<file path="src/rtl/pulse_stretch_mc.sv">
`timescale 1ns/1ps
// Multi-channel trigger pulse stretcher: each channel turns a trigger into a
// fixed-width pulse followed by a holdoff window. Optional input synchroniser.
module pulse_stretch_mc #(
    parameter int unsigned CH_NUM      = 3,
    parameter int unsigned PULSE_W     = 50,
    parameter int unsigned HOLD_W      = 205,
    parameter int unsigned SYNC_STAGES = 2,
    parameter int unsigned EDGE_MODE   = 0,
    parameter int unsigned RETRIG      = 0
) (
    input  logic              i_clk,
    input  logic              i_rst_n,
    input  logic [CH_NUM-1:0] i_trig,
    output logic [CH_NUM-1:0] o_pulse,
    output logic [CH_NUM-1:0] o_busy,
    output logic [CH_NUM-1:0] o_overrun
);

    localparam int unsigned MAX_W   = (PULSE_W > HOLD_W) ? PULSE_W : HOLD_W;
    localparam int unsigned CNT_W   = $clog2(MAX_W + 1);
    localparam int unsigned HOLD_M1 = (HOLD_W > 0) ? (HOLD_W - 1) : 0;

    localparam logic [CNT_W-1:0] PULSE_LAST = CNT_W'(PULSE_W - 1);
    localparam logic [CNT_W-1:0] HOLD_LAST  = CNT_W'(HOLD_M1);
    localparam logic [CNT_W-1:0] CNT_ONE    = CNT_W'(1);

    typedef enum logic [1:0] {
        ST_IDLE  = 2'd0,
        ST_PULSE = 2'd1,
        ST_HOLD  = 2'd2
    } state_t;

    logic [CH_NUM-1:0] trig_s;
    logic [CH_NUM-1:0] trig_d;
    logic [CH_NUM-1:0] qual;

    generate
        if (SYNC_STAGES > 0) begin : g_sync
            logic [CH_NUM-1:0] sync_q [SYNC_STAGES];

            // Synchroniser chain bringing i_trig into the i_clk domain
            always_ff @(posedge i_clk or negedge i_rst_n) begin
                if (!i_rst_n) begin
                    for (int i = 0; i < int'(SYNC_STAGES); i++) begin
                        sync_q[i] <= '0;
                    end
                end else begin
                    sync_q[0] <= i_trig;
                    for (int i = 1; i < int'(SYNC_STAGES); i++) begin
                        sync_q[i] <= sync_q[i-1];
                    end
                end
            end

            assign trig_s = sync_q[SYNC_STAGES-1];
        end else begin : g_nosync
            assign trig_s = i_trig;
        end
    endgenerate

    // Delayed copy for edge detection; cleared by reset so a held trigger reads as an edge
    always_ff @(posedge i_clk or negedge i_rst_n) begin
        if (!i_rst_n) begin
            trig_d <= '0;
        end else begin
            trig_d <= trig_s;
        end
    end

    assign qual = (EDGE_MODE != 0) ? (trig_s & ~trig_d) : trig_s;

    generate
        for (genvar g = 0; g < int'(CH_NUM); g++) begin : g_ch
            state_t           state_q;
            state_t           state_d;
            logic [CNT_W-1:0] cnt_q;
            logic [CNT_W-1:0] cnt_d;
            logic             pulse_q;
            logic             busy_q;
            logic             ovr_q;
            logic             ovr_d;
            logic             served_q;
            logic             served_d;
            logic             new_req;

            // In level mode a trigger that is still held from the episode it started
            // is the same request, not a fresh one to be reported as dropped.
            assign new_req = (EDGE_MODE != 0) ? qual[g] : (qual[g] & ~served_q);

            // Channel state, counter and registered outputs
            always_ff @(posedge i_clk or negedge i_rst_n) begin
                if (!i_rst_n) begin
                    state_q  <= ST_IDLE;
                    cnt_q    <= '0;
                    pulse_q  <= 1'b0;
                    busy_q   <= 1'b0;
                    ovr_q    <= 1'b0;
                    served_q <= 1'b0;
                end else begin
                    state_q  <= state_d;
                    cnt_q    <= cnt_d;
                    pulse_q  <= (state_d == ST_PULSE);
                    busy_q   <= (state_d != ST_IDLE);
                    ovr_q    <= ovr_d;
                    served_q <= served_d;
                end
            end

            // Next-state, counter and overrun decode
            always_comb begin
                state_d  = state_q;
                cnt_d    = cnt_q;
                ovr_d    = 1'b0;
                served_d = trig_s[g] & (served_q | ((state_q == ST_IDLE) & qual[g]));
                case (state_q)
                    ST_IDLE: begin
                        if (qual[g]) begin
                            state_d = ST_PULSE;
                            cnt_d   = '0;
                        end
                    end
                    ST_PULSE: begin
                        if (qual[g] && (RETRIG != 0)) begin
                            cnt_d = '0;
                        end else begin
                            ovr_d = new_req;
                            if (cnt_q == PULSE_LAST) begin
                                cnt_d   = '0;
                                state_d = (HOLD_W > 0) ? ST_HOLD : ST_IDLE;
                            end else begin
                                cnt_d = cnt_q + CNT_ONE;
                            end
                        end
                    end
                    ST_HOLD: begin
                        ovr_d = new_req;
                        if (cnt_q == HOLD_LAST) begin
                            cnt_d   = '0;
                            state_d = ST_IDLE;
                        end else begin
                            cnt_d = cnt_q + CNT_ONE;
                        end
                    end
                    default: begin
                        state_d = ST_IDLE;
                        cnt_d   = '0;
                    end
                endcase
            end

            assign o_pulse[g]   = pulse_q;
            assign o_busy[g]    = busy_q;
            assign o_overrun[g] = ovr_q;
        end
    endgenerate

endmodule

</file>
<file path="config.mk">
export PLATFORM = sky130hd
export DESIGN_NAME = pulse_stretch_mc
export DESIGN_NICKNAME = d
export VERILOG_FILES = /design/src/rtl/pulse_stretch_mc.sv
export SDC_FILE = /design/constraint.sdc
export NUM_CORES = 1
export LEC_CHECK = 0
export BUFFER_PORTS_ARGS = -buffer_cell sky130_fd_sc_hd__buf_2
export CAP_MARGIN = 20
export CORE_ASPECT_RATIO = 0.7
export CORE_UTILIZATION = 45
export DETAILED_ROUTE_END_ITERATION = 12
export PLACE_DENSITY = 0.61
export SLEW_MARGIN = 20
export SYNTH_ARGS = -nofsm -noshare
export SYNTH_HDL_FRONTEND = slang
export SYNTH_SLANG_ARGS = --single-unit
</file>
<file path="constraint.sdc">
create_clock -name i_clk -period 2.9 [get_ports i_clk]
set_input_delay 0.145 -clock i_clk [delete_from_list [all_inputs] [get_ports i_clk]]
set_output_delay 0.145 -clock i_clk [all_outputs]
set_load 0.02 [all_outputs]
</file>
======== Word level (Yosys, flattened, before mapping) ========
Index checks and enable logic that the tools add are counted.
word-level totals
  bits in read-only memories .............. 0
  memory bits (writable) .................. 0
  latch bits .............................. 0
  memories ................................ 0
  output and inout port bits .............. 9
  bits in registers ....................... 48
operators by class
  add/sub/neg operators ................... 3
  muxes and demuxes ....................... 27
  bitwise gates (word level) .............. 15
  shift-type cells ........................ 0
  order comparisons ....................... 0
  multiply operators ...................... 0
  reductions and logical operators ........ 9
  divide/modulo/power cells ............... 0
  equality and inequality tests ........... 18
operator list
  operator                                             count
  two-way mux 8 bit                                    9
  case mux 8 bit (3 select lines)                      3
  adder 8 x 1 -> 8 bit, second input constant          3
  equality test 8 x 6 -> 1 bit, second input constant  3
  equality test 8 bit, second input constant           3
  two-way mux 2 bit                                    9
  case mux 2 bit (3 select lines)                      3
  equality test 2 x 1 -> 1 bit, second input constant  6
  AND 1 bit                                            9
  equality test 2 bit, second input constant           3
  logical NOT 2 bit                                    3
  != test 2 bit, second input constant                 3
  nonzero test 2 bit                                   3
  OR reduction 2 bit                                   3
  two-way mux 1 bit                                    3
  NOT 1 bit                                            3
  bitwise OR 1 bit                                     3

======== Depth between registers and ports, before layout ========
  word-level depth ........................ 4
  gate-level depth with buffers ........... 7

======== Worst setup path before layout ========
OpenSTA, ideal clock, no wires.
  kind .................................... register -> register
  from .................................... register g_ch[0].cnt_q[0]
  to ...................................... register g_ch[0].pulse_q
  slack ................................... 1,088 ps
  setup time .............................. 94 ps
  cell stages (with the launch flop) ...... 7
  arrival time ............................ 1,718 ps
  path through ............................ dfrtp_1 inv_1 ha_1 nand4_1 o41a_4 or3_1 a221oi_2
between the ends
  cells in the longest elaborated chain, start to end .. 4
RTL lines
  item                                                                        RTL line  source
  start: declaration                                                          77        logic [CNT_W-1:0] cnt_q;
  start signal: assignment                                                    102       cnt_q <= cnt_d;
  equality test 8 bit / equality test 8 x 6 -> 1 bit (equally long branches)  138, 128
  two-way mux 2 bit (on tied branches)                                        138, 128
  case mux 2 bit (3 select lines) (*)                                         116       case (state_q)
  equality test 2 x 1 -> 1 bit (*)                                            103       pulse_q <= (state_d == ST_PULSE);
  end signal: assignment                                                      103
  end: declaration                                                            79        logic pulse_q;
Mark *: on every way between the ends. The rest lies on a longest branch, timed or not.
A chain may end at the register's enable or synchronous reset.

======== Worst setup path after layout ========
  from .................................... register g_ch[0].cnt_q[1]
  to ...................................... register g_ch[0].cnt_q[4]
between the ends
  cells in the longest elaborated chain, start to end .. 3
RTL lines
  item                                          RTL line
  adder 8 x 1 -> 8 bit (tied with other cells)  132, 142
  two-way mux 8 bit (on tied branches)          138, 128
  case mux 8 bit (3 select lines) (*)           116
Marks and branches as above.

==> out/results.ini <==
[setup_path]
reg2reg_depth=6
cpMaxStageDelayCell=o21ai_1
cp_top_family=compound AO/OA/AOI/OAI gates
r2r_start=g_ch[0].cnt_q[1]
critical_path_buf_inv_count=1
critical_path.max_fanout=6
crit_type=reg2reg
worstSetupStartpointType=flip-flop
reg2reg_to=g_ch[0].cnt_q[4]
path_cells=inv_1 -> ha_1 -> nor4b_1 -> a21boi_0 -> o21ai_1 -> o211ai_1
critPathMaxStageDelay_ns=0.46
reg2reg_setup_slack_ns=0.83
cp.required_ns=3.07
arrival_ns=2.23
cp-end-kind=flip-flop

[floorplan]
die_w_um=92.63
placementRows=22
die_h_um=65.44
start_util_pct=47.96
floorplan.core_area_um2=5395
fp.dieArea_um2=6062
io_pins=14

[grt]
grt_first_pass_wirelength_um=8024
antenna_found_initial=0
gr-total-overflow=0
grt_use_total_pct=17.02
grt_max_degree=49
grt_pass1_vias=1655

[detailed_routing]
drc_errors=0
ant_nets=0
viasPerCell=5.306
first_iter_violations=72
wl_per_cell_um=13.38
drt_pre_antenna_iters=4
vias=1857
drt-total-wl_um=4682

[layout]
nets=304
final_core_util_pct=52.46
drive_gt1_share_pct=10.07
area_growth_pct=9.381
fillers=537
antennaDiodeCount=0

[timing]
tns_ns=0
worst_pin_slew_ns=0.7907
period_minus_slack_ns=2.066
fin_crit_sh_pct=71.25
clock_skew_ns=0.006621
drv_slew=0
finalHoldViolCount=0
rsz0062_at_grt=no
clock.fmax_ghz=0.4839
setup_viol=0
slew_headroom_pct=47.18

[hold_path]
whs_endpoint=qual[2]
min_from=g_sync.sync_q[5]
hold_depth=0
min_path_type=reg2reg

[clock_network]
cts_tree=done
cts_root_buf=clkbuf_8
clk_latency_ns=0.30
cts_buffers=5
clockBufferDepth=2
cts_resized=0
clkSinkCount=48
htreeDepth=2
path_clk_slew_ns=0.09

[placement]
gp_congestion=0.7954
io_buffers=13
hpwl_um=3248

[synthesis]
syn-num-nets=294
synth_area_um2=2587
yosys.area.top_type=dfrtp_1
postSynthAreaPerCell_um2=9.655
netlist_top_cells_area=dfrtp_1 (46%), ha_1 (10%), nand2_1 (5.9%)
synth_top_area_share_pct=46.42
ys_types=41
synth-async-reset-ratio_pct=100.0
synth_edf_count=0
syn_inst=268
seq_area_frac_synth_pct=46.42
ys.flop_type=dfrtp_1
yosysWarnings=0
ys_ff_latch=48

[flow_run]
cap_violations=0

[outcome]
status=finished, final reports clean

[power_and_ir_drop]
cellPowerDensity_nw_per_um2=750.1
ir_worst_vdd_v=0.0003796
p_leak_nw=1.283

==> sequential cells by signal, indices dropped and copies added (netlist names) <==
signal	cells
g_ch.cnt_q	24
g_ch.state_q	6
g_ch.busy_q	3
g_ch.ovr_q	3
g_ch.pulse_q	3
g_ch.served_q	3
g_sync.sync_q	3
qual	3
==> layout by cell type, fill, tap and decap left out, types with 3 or more instances in the layout <==
| cell type | count |
|---|---|
| dfrtp_1 | 48 |
| nand2_1 | 41 |
| ha_1 | 21 |
| inv_1 | 19 |
| o21ai_0 | 14 |
| nor2_1 | 13 |
| buf_2 | 12 |
| a21oi_1 | 10 |
| nor3_1 | 8 |
| nand3_1 | 7 |
| nand4_1 | 5 |
| o21a_1 | 5 |
| nand2b_1 | 5 |
| o22ai_1 | 5 |
| clkbuf_8 | 5 |
| nor2b_1 | 4 |
| o211ai_1 | 4 |
| mux2i_1 | 4 |
| dlygate4sd3_1 | 4 |
| nor4_1 | 3 |
| and3_1 | 3 |
| a31o_2 | 3 |
| o31ai_1 | 3 |
| a31oi_1 | 3 |
| o21ai_1 | 3 |
==> kinds of logic (layout without fill, tap and decap cells) <==
logic type | count (synthesis) | after routing | share of synthesized area, %
AO/OA/AOI/OAI | 61 | 61 | 16.34
XOR/XNOR | 2 | 2 | 0.6771
adder cells (fa/ha/maj) | 21 | 21 | 10.15
buffers and inverters | 34 | 44 | 6.286
flip-flops | 48 | 48 | 46.42
multiplexers | 6 | 6 | 2.418
AND/OR/NAND/NOR | 96 | 96 | 17.70
==> where the power goes <==
group / internal (mW) / switching, mW
Combinational: 0.235 / 0.438
Sequential: 0.791 / 0.0926
Clock: 0.340 / 0.226
==> how the worst max path moves through the flow <==
| stage | endpoint | cells past startpoint | start |
|---|---|---|---|
| 6_report | g_ch[0].cnt_q[4] | 6 | g_ch[0].cnt_q[1] |
| 5_1_grt | g_ch[0].cnt_q[1] | 6 | g_ch[0].cnt_q[1] |
| 4_1_cts | g_ch[0].cnt_q[4] | 6 | g_ch[0].cnt_q[1] |
| 3_5_place_dp | g_ch[0].cnt_q[4] | 6 | g_ch[0].cnt_q[1] |
| 3_3_place_gp | g_ch[0].cnt_q[3] | 6 | g_ch[0].cnt_q[1] |
| 2_1_floorplan | g_ch[0].pulse_q | 6 | g_ch[0].cnt_q[0] |
==> timing repair <==
| item | 4_1_cts | 5_1_grt |
|---|---|---|
| hold buffers | 3 | 1 |
| setup buffers | 0 | 0 |
| hold endpoints to repair | 3 | 48 |
==> final cells by class <==
| type | instances | area [um2] | share of cell area, % |
|---|---|---|---|
| Multi-Input combinational cell | 186 | 1224 | 43.24 |
| Sequential cell | 48 | 1201 | 42.44 |
| Inverter | 19 | 71.32 | 2.520 |
| Timing Repair Buffer | 18 | 115.1 | 4.067 |
| Clock buffer | 5 | 68.82 | 2.431 |
| Tap cell | 72 | 90.09 | 3.183 |
| Clock inverter | 2 | 60.06 | 2.122 |
==> routing by layer <==
| metal | GRT usage (%) | part of all wire [%] |
|---|---|---|
| met2 | 24.26 | 40 |
| met5 | 0 | 0 |
| met4 | 4.615 | 0.85 |
| met3 | 4.167 | 3.2 |
| met1 | 25.57 | 56 |
==> stage by stage <==
step / worst slack, ns / cell area (um2) / hold WS [ns] / cells / power [mW]
final: 0.8337 / 2830 / 0.3546 / 350 / 2.123
after global routing: 0.6190 / 2830 / 0.3652 / 350 / 2.284
after CTS: 0.8461 / 2818 / 0.08024 / 349 / 2.150
after detailed placement: 0.8915 / 2659 / 0.2543 / 339 / 1.568
after global placement: 0.9252 / 2659 / 0.2543 / 339 / 1.560
after floorplan: 1.088 / 2587 / -0.1506 / 268 / 1.440
==> Yosys cell counts (4+ instances only) <==
| cell | number |
|---|---|
| a21oi_1 | 10 |
| inv_1 | 19 |
| dfrtp_1 | 48 |
| buf_4 | 9 |
| o21ai_0 | 14 |
| nand4_1 | 5 |
| o21a_1 | 5 |
| nor3_1 | 8 |
| nand3_1 | 7 |
| mux2i_1 | 4 |
| nand2_1 | 41 |
| o211ai_1 | 4 |
| nand2b_1 | 5 |
| nor2b_1 | 4 |
| o22ai_1 | 5 |
| nor2_1 | 13 |
| ha_1 | 21 |
| clkbuf_1 | 5 |
==> worst register-to-register path, delay by kind of cell, from the launching register on <==
family                   cells  cell delay (ns)
adder cells (fa/ha/maj)      1             0.14
AND/OR/NAND/NOR              1             0.33
AO/OA/AOI/OAI                3             0.94
buffers and inverters        1             0.10
flip-flops                   1             0.42
(Power assumes the default switching activity.)
